==> src/rtl/rps_move_capture.sv <==
// rps_move_capture
//   Player-input front end for the rock-paper-scissors game. Three raw
//   buttons are synchronised, debounced and edge-detected; the first press
//   becomes a move token (ROCK=1, PAPER=2, SCISSORS=3) offered on a
//   valid/ready handshake. After the hand-off, further moves are locked out
//   until every button is released.
//
// Ports
//   CLK         system clock (12 MHz)
//   RST_N       asynchronous active-low reset (released synchronously inside)
//   BTN1..BTN3  raw active-high buttons, asynchronous (ROCK, PAPER, SCISSORS)
//   move_data   encoded move, 0 when nothing is pending
//   move_valid  move_data holds an unconsumed move
//   move_ready  consumer takes the move on an edge where move_valid=1
//   busy        FSM is not in IDLE
//
// Optional feature
//   RPS_MOVE_TIMEOUT_EN: when defined, a move that is not consumed within
//   TIMEOUT_CYCLES cycles is withdrawn and the FSM waits for release.
module rps_move_capture #(
    parameter int DEBOUNCE_CYCLES = 65536,
    parameter int CNT_W           = 17
`ifdef RPS_MOVE_TIMEOUT_EN
    ,
    parameter logic [23:0] TIMEOUT_CYCLES = 24'd12_000_000
`endif
) (
    input  logic       CLK,
    input  logic       RST_N,
    input  logic       BTN1,
    input  logic       BTN2,
    input  logic       BTN3,
    output logic [1:0] move_data,
    output logic       move_valid,
    input  logic       move_ready,
    output logic       busy
);

    localparam logic [1:0] IDLE     = 2'd0;
    localparam logic [1:0] HOLD     = 2'd1;
    localparam logic [1:0] REL_WAIT = 2'd2;

    localparam logic [CNT_W-1:0] CNT_MAX = CNT_W'(DEBOUNCE_CYCLES - 1);

    // Reset: asserts asynchronously, releases on a clock edge.
    logic [1:0] rst_pipe;
    logic       rst_n;

    always_ff @(posedge CLK or negedge RST_N) begin
        if (!RST_N) rst_pipe <= 2'b00;
        else        rst_pipe <= {rst_pipe[0], 1'b1};
    end
    assign rst_n = rst_pipe[1];

    // Synchroniser, debouncer and press edge detector, bit i = button i+1.
    logic [2:0] btn_raw;
    logic [2:0] sync_a;
    logic [2:0] sync;
    logic [2:0] deb;
    logic [2:0] deb_q;
    logic [2:0] press;
    logic [2:0][CNT_W-1:0] cnt;

    assign btn_raw = {BTN3, BTN2, BTN1};

    always_ff @(posedge CLK or negedge rst_n) begin
        if (!rst_n) begin
            sync_a <= 3'b000;
            sync   <= 3'b000;
            deb_q  <= 3'b000;
        end else begin
            sync_a <= btn_raw;
            sync   <= sync_a;
            deb_q  <= deb;
        end
    end

    for (genvar gi = 0; gi < 3; gi++) begin : g_deb
        always_ff @(posedge CLK or negedge rst_n) begin
            if (!rst_n) begin
                deb[gi] <= 1'b0;
                cnt[gi] <= '0;
            end else if (sync[gi] == deb[gi]) begin
                cnt[gi] <= '0;
            end else if (cnt[gi] == CNT_MAX) begin
                deb[gi] <= sync[gi];
                cnt[gi] <= '0;
            end else begin
                cnt[gi] <= cnt[gi] + 1'b1;
            end
        end
    end

    // A button held through reset would look like a fresh press once the
    // cleared debouncer catches up. Presses are only honoured after all
    // synchronised buttons have been low for a full debounce window.
    logic             armed;
    logic [CNT_W-1:0] quiet_cnt;

    always_ff @(posedge CLK or negedge rst_n) begin
        if (!rst_n) begin
            armed     <= 1'b0;
            quiet_cnt <= '0;
        end else if (!armed) begin
            if (sync != 3'b000)         quiet_cnt <= '0;
            else if (quiet_cnt == CNT_MAX) armed  <= 1'b1;
            else                        quiet_cnt <= quiet_cnt + 1'b1;
        end
    end

    assign press = armed ? (deb & ~deb_q) : 3'b000;

    // Priority SCISSORS > PAPER > ROCK.
    logic [1:0] press_code;
    always_comb begin
        press_code = 2'd0;
        if      (press[2]) press_code = 2'd3;
        else if (press[1]) press_code = 2'd2;
        else if (press[0]) press_code = 2'd1;
    end

    logic [1:0] state;
    logic       hold_timeout;

`ifdef RPS_MOVE_TIMEOUT_EN
    logic [23:0] tmo_cnt;

    // Zero on the first HOLD cycle since it is held clear outside HOLD.
    always_ff @(posedge CLK or negedge rst_n) begin
        if (!rst_n)              tmo_cnt <= '0;
        else if (state != HOLD)  tmo_cnt <= '0;
        else                     tmo_cnt <= tmo_cnt + 1'b1;
    end
    assign hold_timeout = (state == HOLD) && (tmo_cnt == TIMEOUT_CYCLES - 24'd1);
`else
    assign hold_timeout = 1'b0;
`endif

    always_ff @(posedge CLK or negedge rst_n) begin
        if (!rst_n) begin
            state      <= IDLE;
            move_data  <= 2'd0;
            move_valid <= 1'b0;
        end else begin
            case (state)
                IDLE: begin
                    if (press_code != 2'd0) begin
                        move_data  <= press_code;
                        move_valid <= 1'b1;
                        state      <= HOLD;
                    end
                end
                HOLD: begin
                    // A transfer and a timeout on the same edge end the same way.
                    if ((move_valid && move_ready) || hold_timeout) begin
                        move_data  <= 2'd0;
                        move_valid <= 1'b0;
                        state      <= REL_WAIT;
                    end
                end
                REL_WAIT: begin
                    if (deb == 3'b000) state <= IDLE;
                end
                default: begin
                    state      <= IDLE;
                    move_data  <= 2'd0;
                    move_valid <= 1'b0;
                end
            endcase
        end
    end

    assign busy = (state != IDLE);

endmodule

==> config.mk <==
export PLATFORM = sky130hd
export DESIGN_NAME = rps_move_capture
export DESIGN_NICKNAME = d
export VERILOG_FILES = /design/src/rtl/rps_move_capture.sv
export SDC_FILE = /design/constraint.sdc
export NUM_CORES = 1
export LEC_CHECK = 0
export ABC_AREA = 1
export BUFFER_PORTS_ARGS = -buffer_cell sky130_fd_sc_hd__buf_2
export CORE_ASPECT_RATIO = 2
export CORE_UTILIZATION = 55
export CTS_CLUSTER_SIZE = 20
export DETAILED_ROUTE_END_ITERATION = 8
export PLACE_DENSITY = 0.71
export SLEW_MARGIN = 40
export SYNTH_ARGS = -nofsm -noshare
export SYNTH_HDL_FRONTEND = slang
export SYNTH_SLANG_ARGS = --single-unit
==> constraint.sdc <==
create_clock -name CLK -period 3.4 [get_ports CLK]
set_input_delay 0.68 -clock CLK [delete_from_list [all_inputs] [get_ports CLK]]
set_output_delay 0.68 -clock CLK [all_outputs]
set_load 0.05 [all_outputs]
==> flow_metrics.tcl, run 1 <==
set metrics [dict create \
    status "finished clean" \
    antenna_found_initial 0 \
    cp_num_buf_inv 1 \
    grt_max_degree 36 \
    die_w_um 64.24 \
    cts_buffers 9 \
    rsz0062_at_grt "no" \
    crit_chain "ha_1 -> nand2_1 -> nor2_1 -> nand2_1 -> nor4_1 -> ha_1 -> nor2_1 -> inv_1 -> nand2_2 -> nand3_1 -> nand2_1 -> nand2_1 -> nor2_1" \
    grt_overflow 0 \
    cts_resized 0 \
    grt_util_met2 0.4431 \
    p_int_uw 1741 \
    final_cell_mix "nand2_1, nor2_1, dfrtp_1, inv_1, nand3_1" \
    clock_path_buffers 2 \
    synth_nets 527 \
    drtIter0Drc 156 \
    worstSetupPathType "reg2reg" \
    fmax_mhz 453.4 \
    wirelength_um 8112 \
    use_met1 0.2310 \
    grt-busiest-layer "met2" \
    fill_cells 677 \
    maxSlewViolCount 0 \
    dieArea_um2 8123 \
    max_slew.worst_pin.slew_ns 0.5782 \
    slowest_stage "dfrtp_1" \
    critPathMaxFanout 10 \
    clkPwrFrac 0.476 \
    num_vias 3297 \
    synth_seq_cells 88 \
    dr.pass1.iters 4 \
    post-dp-hpwl_um 6071 \
    routedWlPerCell_um 12.77 \
    multi_input_area_um2 1854 \
    syn_inst 516 \
    synth_area_per_cell_um2 8.256 \
    period_needed_ns 2.206 \
    route.detailed.drc 0 \
    post_cts_buffers 0 \
    die_h_um 126.5 \
    num_rows 45 \
    setup_viol 0 \
    coreArea_um2 7545 \
    gp_congestion 0.8669 \
    cts_htree_levels 3 \
    p_sw_frac 0.1981 \
    period_share 0.6487 \
    synth.distinct_cells 27 \
    grt_usage 0.2308 \
    n_antenna_cell 0 \
    postRouteAntennaNets 0 \
    grt_pass1_wl_um 14370 \
    finalHoldViolCount 0 \
    rr_worst_depth 13 \
    start_util 0.5647 \
    clock_latency_ns 0.33 \
    crit_family "simple AND/OR/NAND/NOR gates" \
    area_delta_synth_final_pct 12.10 \
    fin_worst_skew_ns 0.006151 \
    netlist_area_um2 4260 \
    io_pins 10 \
    regArea_um2 2206 \
    synth_warnings 0 \
    leakage_uw 0.002177 \
    total_power_uw 2171 \
    slowest_delay_ns 0.39 \
    worstHoldPathType "in2async" \
    portBuffers 9 \
    cap_violations 0 \
    seq_area_frac_synth 0.5169 \
    cp.required_ns 3.62 \
    startpoint_type "flop" \
    powerDensity_nw_per_um2 454.5 \
    cp.arrival_ns 2.43 \
    grt_pass1_vias 3410 \
    root_buffer "clkbuf_16" \
    vias_per_cell 5.192 \
    cts_sinks 88 \
    cts_tree "built" \
    cp.depth 13 \
    drive_above_1_share 0.07209 \
    layout_commonest_cell "nand2_1" \
    fin_util 0.6330 \
    max-vdd-ir-drop_mv 0.4204 \
    met3_usage 0.04317 \
    holdWs_ns 0.1198 \
    critPathCaptureType "flop" \
    cts.clk_slew.worst_paths_ns 0.06 \
    nets 548 \
    slew_headroom 0.6118 \
    seqPwrFrac 0.496 \
    setup_tns_ns 0 \
    p_comb_frac 0.028 \
    p_sw_uw 430.0 \
    timing.critical_path.mode_cell "nand2_1" \
    ctsHoldBuffers 0 \
]
final timing paths:
check	from	endpoint	slack, ns
setup / recovery	quiet_cnt[0]	quiet_cnt[13]	1.19
hold / removal	RST_N	rst_pipe[1]	0.12
setup reg to reg	quiet_cnt[0]	quiet_cnt[13]	1.19
hold reg to reg	rst_pipe[1]	cnt[25]	0.23
max in group asynchronous	rst_pipe[1]	cnt[12]	2.68
min in group CLK	sync_a[2]	sync[2]	0.35
final cells by class:
class	instances	share of cell area
clock buffers	12	0.05161
multi-input cells	374	0.3883
flip-flops and latches	88	0.4619
repair buffers	11	0.01782
well taps	94	0.02463
clock inverters	3	0.01415
inverters	53	0.04166
cells in the mapped netlist:
cell	instances	area (um2)
o21bai_1	1	7.510
nand4_4	2	42.54
nor3_1	8	40.04
conb_1	1	3.750
a31oi_1	2	12.51
a21oi_1	7	35.03
nand2_1	122	457.9
ha_1	5	62.56
o21ai_0	16	80.08
nand3_1	35	175.2
buf_2	1	5.000
nand2_4	1	11.26
nor2_1	116	435.4
nor4_1	1	6.260
nor2_2	2	12.51
o22ai_1	1	6.260
dfrtp_1	88	2202
a22oi_1	1	7.510
nor2_4	3	33.78
inv_1	53	198.9
nand4_1	10	62.56
o21ai_4	3	48.80
nand2_2	3	18.77
nand3b_1	1	7.510
xnor2_1	14	122.6
xor2_1	17	148.9
nor3b_1	2	15.01
metrics by stage:
step                cell area [um2]  setup slack [ns]  instances
floorplan                      4260            0.7674        516
global placement               4422             1.356        618
detailed placement             4462             1.247        620
CTS                            4776             1.221        635
global route                   4776            0.8778        635
finish                         4776             1.194        635
power by group through the flow:
stage	combinational (uW)	clock (uW)	sequential, uW
after floorplan	30.3	0	1100
after global placement	40.5	0	1110
after detailed placement	62.0	0	1100
after CTS	62.1	1060	1080
after global routing	70.7	1100	1080
final	59.9	1030	1080
flip-flops by register name, summed over array words and instances (netlist names):
register,cells
state,2
armed,1
deb_q,3
move_valid,1
cnt,51
sync_a,3
quiet_cnt,17
sync,3
rst_pipe,2
deb,3
move_data,2
layer usage:
metal	vias up	routed length, um
li1	1666	-
met1	1584	3160
met2	31	4621
met3	16	130
met4	0	199
met5	-	0
kinds of logic after synthesis:
| logic type | synth area share |
|---|---|
| AND/OR/NAND/NOR | 0.3095 |
| flip-flops | 0.5169 |
| buffers and inverters | 0.04787 |
| AO/OA/AOI/OAI | 0.04640 |
| XOR/XNOR | 0.06373 |
| adder cells (fa/ha/maj) | 0.01468 |
| other | 0.0008802 |
Power figures use the tool's default switching activity.
==> run 2: changes to the inputs <==
--- a/config.mk
+++ b/config.mk
@@ -5,13 +5,13 @@
 export SDC_FILE = /design/constraint.sdc
 export NUM_CORES = 1
 export LEC_CHECK = 0
-export ABC_AREA = 1
+export ABC_AREA = 0
 export BUFFER_PORTS_ARGS = -buffer_cell sky130_fd_sc_hd__buf_2
 export CORE_ASPECT_RATIO = 2
 export CORE_UTILIZATION = 55
 export CTS_CLUSTER_SIZE = 20
 export DETAILED_ROUTE_END_ITERATION = 8
-export PLACE_DENSITY = 0.71
+export PLACE_DENSITY = 0.72
 export SLEW_MARGIN = 40
 export SYNTH_ARGS = -nofsm -noshare
 export SYNTH_HDL_FRONTEND = slang
==> constraint.sdc (replaced) <==
create_clock -name CLK -period 2.18 [get_ports CLK]
set_input_delay 0.436 -clock CLK [delete_from_list [all_inputs] [get_ports CLK]]
set_output_delay 0.436 -clock CLK [all_outputs]
set_load 0.05 [all_outputs]
==> run 2 against run 1 <==
Compared with the run above: cell count down 16%; fmax up 1.9%; worst hold slack better by 0.086 ns; sequential share of layout area down 0.53 points; global-route usage up 0.24 points; largest cell class unchanged.
==> flow_metrics.tcl, run 2 <==
set metrics [dict create \
    cts_htree_levels 3 \
    max_slew.worst_pin.slew_ns 0.8112 \
    grt_max_degree 56 \
    grt_util_met2 0.4274 \
    startpoint "quiet_cnt[1]" \
    n_antenna_cell 0 \
    period_share 0.9930 \
    layout_commonest_cell "dfrtp_1" \
    root_buffer "clkbuf_16" \
    p_sw_uw 694.9 \
    p_int_uw 2557 \
    netlist_area_um2 4089 \
    wirelength_um 8186 \
    powerDensity_nw_per_um2 673.1 \
    cts_buffers 9 \
    synth_top_area_frac 0.5386 \
    hold_start "BTN2" \
    synth.distinct_cells 48 \
    drtIter0Drc 116 \
    fin_util 0.6698 \
    seq_area_frac_synth 0.5386 \
    met3_usage 0.04487 \
    largest-register "cnt" \
    io_pins 10 \
    max-vdd-ir-drop_mv 0.6582 \
    seqPwrFrac 0.522 \
    synth_nets 404 \
    synth-edff-count 0 \
    routedWlPerCell_um 15.42 \
    cts_sinks 88 \
    critPathCaptureType "flop" \
    area_delta_synth_final_pct 18.15 \
    clock_path_buffers 2 \
    vias_per_cell 5.780 \
    syn_inst 393 \
    synth_area_per_cell_um2 10.40 \
    clkPwrFrac 0.447 \
    worstSetupPathType "reg2reg" \
    gp_congestion 0.8074 \
    drive_above_1_share 0.1845 \
    cp.arrival_ns 2.42 \
    p_sw_frac 0.2137 \
    maxSlewViolCount 0 \
    period_needed_ns 2.165 \
    grt_overflow 0 \
    post-dp-hpwl_um 5656 \
    yosys-top-cells-area "dfrtp_1, xor2_1, nor2_1" \
    largest_reg_flops 51 \
    p_comb_frac 0.032 \
    clock_latency_ns 0.34 \
    synth_area_leader_cell "dfrtp_1" \
    startpoint_type "flop" \
    slew_headroom 0.4572 \
    postRouteAntennaNets 0 \
    synth_seq_cells 88 \
    netlist_top_cells_count "dfrtp_1, nor2_1, xor2_1" \
    grt_pass1_vias 3085 \
    grt_pass1_wl_um 13920 \
    nets 445 \
    fmax_mhz 462.0 \
    status "finished clean" \
    antenna_found_initial 0 \
    pre_cts_ws_ns -0.07206 \
    rsz0062_at_grt "yes" \
    critPathMaxFanout 5 \
    cp.required_ns 2.44 \
    die_w_um 62.97 \
    grt_usage 0.2332 \
    reg.largest.list "cnt: 51 flops, quiet_cnt: 17 flops" \
    coreArea_um2 7212 \
    die_h_um 123.9 \
    cts_tree "built" \
    finalHoldViolCount 0 \
    num_rows 44 \
    setup_viol 0 \
    use_met1 0.2528 \
    final_cell_mix "dfrtp_1, nor2_1, xor2_1, buf_4, nand2_1" \
    fin_worst_skew_ns 0.006123 \
    ys.flop_type "dfrtp_1" \
    dr.pass1.iters 4 \
    regToRegStartpoint "quiet_cnt[1]" \
    num_vias 3069 \
    leakage_uw 0.002099 \
    synth_async_sr_flop_share 1.000 \
    total_power_uw 3252 \
    dieArea_um2 7804 \
    start_util 0.5670 \
    synth.most_common_cell "dfrtp_1" \
    fill_cells 570 \
    worstHoldPathType "in2reg" \
    portBuffers 9 \
    synth_warnings 0 \
    cts.clk_slew.worst_paths_ns 0.06 \
    grt-busiest-layer "met2" \
    cap_violations 0 \
    setup_slack_ns 0.01531 \
    route.detailed.drc 0 \
]
==> run 2: cell count changes after synthesis, sizes merged, moves of 6 or more <==
cell | before | now
clkbuf | 0 | 6
nand2 | 126 | 27
or3 | 0 | 10
nand4 | 12 | 21
o31ai | 0 | 7
xor2 | 17 | 31
nand3 | 35 | 18
inv | 53 | 11
nor4 | 1 | 8
nor2 | 121 | 54
==> run 2: cell families after synthesis <==
| logic type | synth area share |
|---|---|
| fa+ha+maj | 0.01530 |
| other cells | 0.0009171 |
| xor+xnor | 0.09425 |
| flops | 0.5386 |
| simple gates | 0.2176 |
| mux | 0.01346 |
| compound gates | 0.09609 |
| buf+inv | 0.02387 |
==> run 2: worst max-delay path, stage by stage, from the launching register on <==
cell and delay, ns:
dfrtp_1 0.41, ha_4 0.18, nand3_4 0.07, nor4_4 0.05, ha_2 0.18, nor4b_4 0.14, or4_4 0.53, or3_4 0.39
a21oi_2 0.13
==> run 2: path summary, 6_finish.rpt <==
kind,endpoint,slack [ns],depth (start not counted)
max in group asynchronous,cnt[24],1.07,1
min,sync_a[1],0.21,1
max reg2reg,quiet_cnt[12],0.02,8
min reg2reg,sync[1],0.35,0
min in group asynchronous,deb[2],0.39,0
max,quiet_cnt[12],0.02,8
==> run 2: through the flow <==
step	TNS [ns]	hold slack, ns	std cells	cell area [um2]
floorplan	0	0.1404	393	4119
CTS	0	0.1949	527	4733
global placement	0	0.2208	510	4431
detailed placement	-0.1692	0.2216	510	4431
global route	-0.09353	0.1954	531	4831
finish	0	0.2057	531	4831
==> run 2: repair_timing <==
| action | 4_1_cts | 5_1_grt |
|---|---|---|
| gates resized for setup | 2 | 13 |
| buffers inserted | 0 | 4 |
| setup endpoints to repair | 6 | 14 |
| hold buffers | 1 | 0 |
| hold endpoints to repair | 2 | 0 |
| pin swaps | 0 | 2 |
==> run 2: layout make-up <==
cell class	instances	area (um2)	share of cell area
Inverter	11	41.29	0.008547
Tap cell	92	115.1	0.02383
Multi-Input combinational cell	283	1883	0.3898
Sequential cell	88	2206	0.4566
Clock buffer	13	270.3	0.05594
Timing Repair Buffer	41	300.3	0.06216
Clock inverter	3	15.01	0.003108
==> run 2: metal layers <==
layer | vias up | part of all wire
met5 | - | 0
met4 | 0 | 0.024
met3 | 16 | 0.020
met2 | 35 | 0.57
met1 | 1538 | 0.39
li1 | 1480 | -
==> run 2: power by group through the flow <==
| stage | clock, uW | sequential [uW] | combinational (uW) |
|---|---|---|---|
| after CTS | 1480 | 1700 | 104 |
| after global routing | 1560 | 1700 | 115 |
| after detailed placement | 0 | 1730 | 101 |
| after floorplan | 0 | 1730 | 56.7 |
| final | 1450 | 1700 | 103 |
| after global placement | 0 | 1730 | 98.2 |
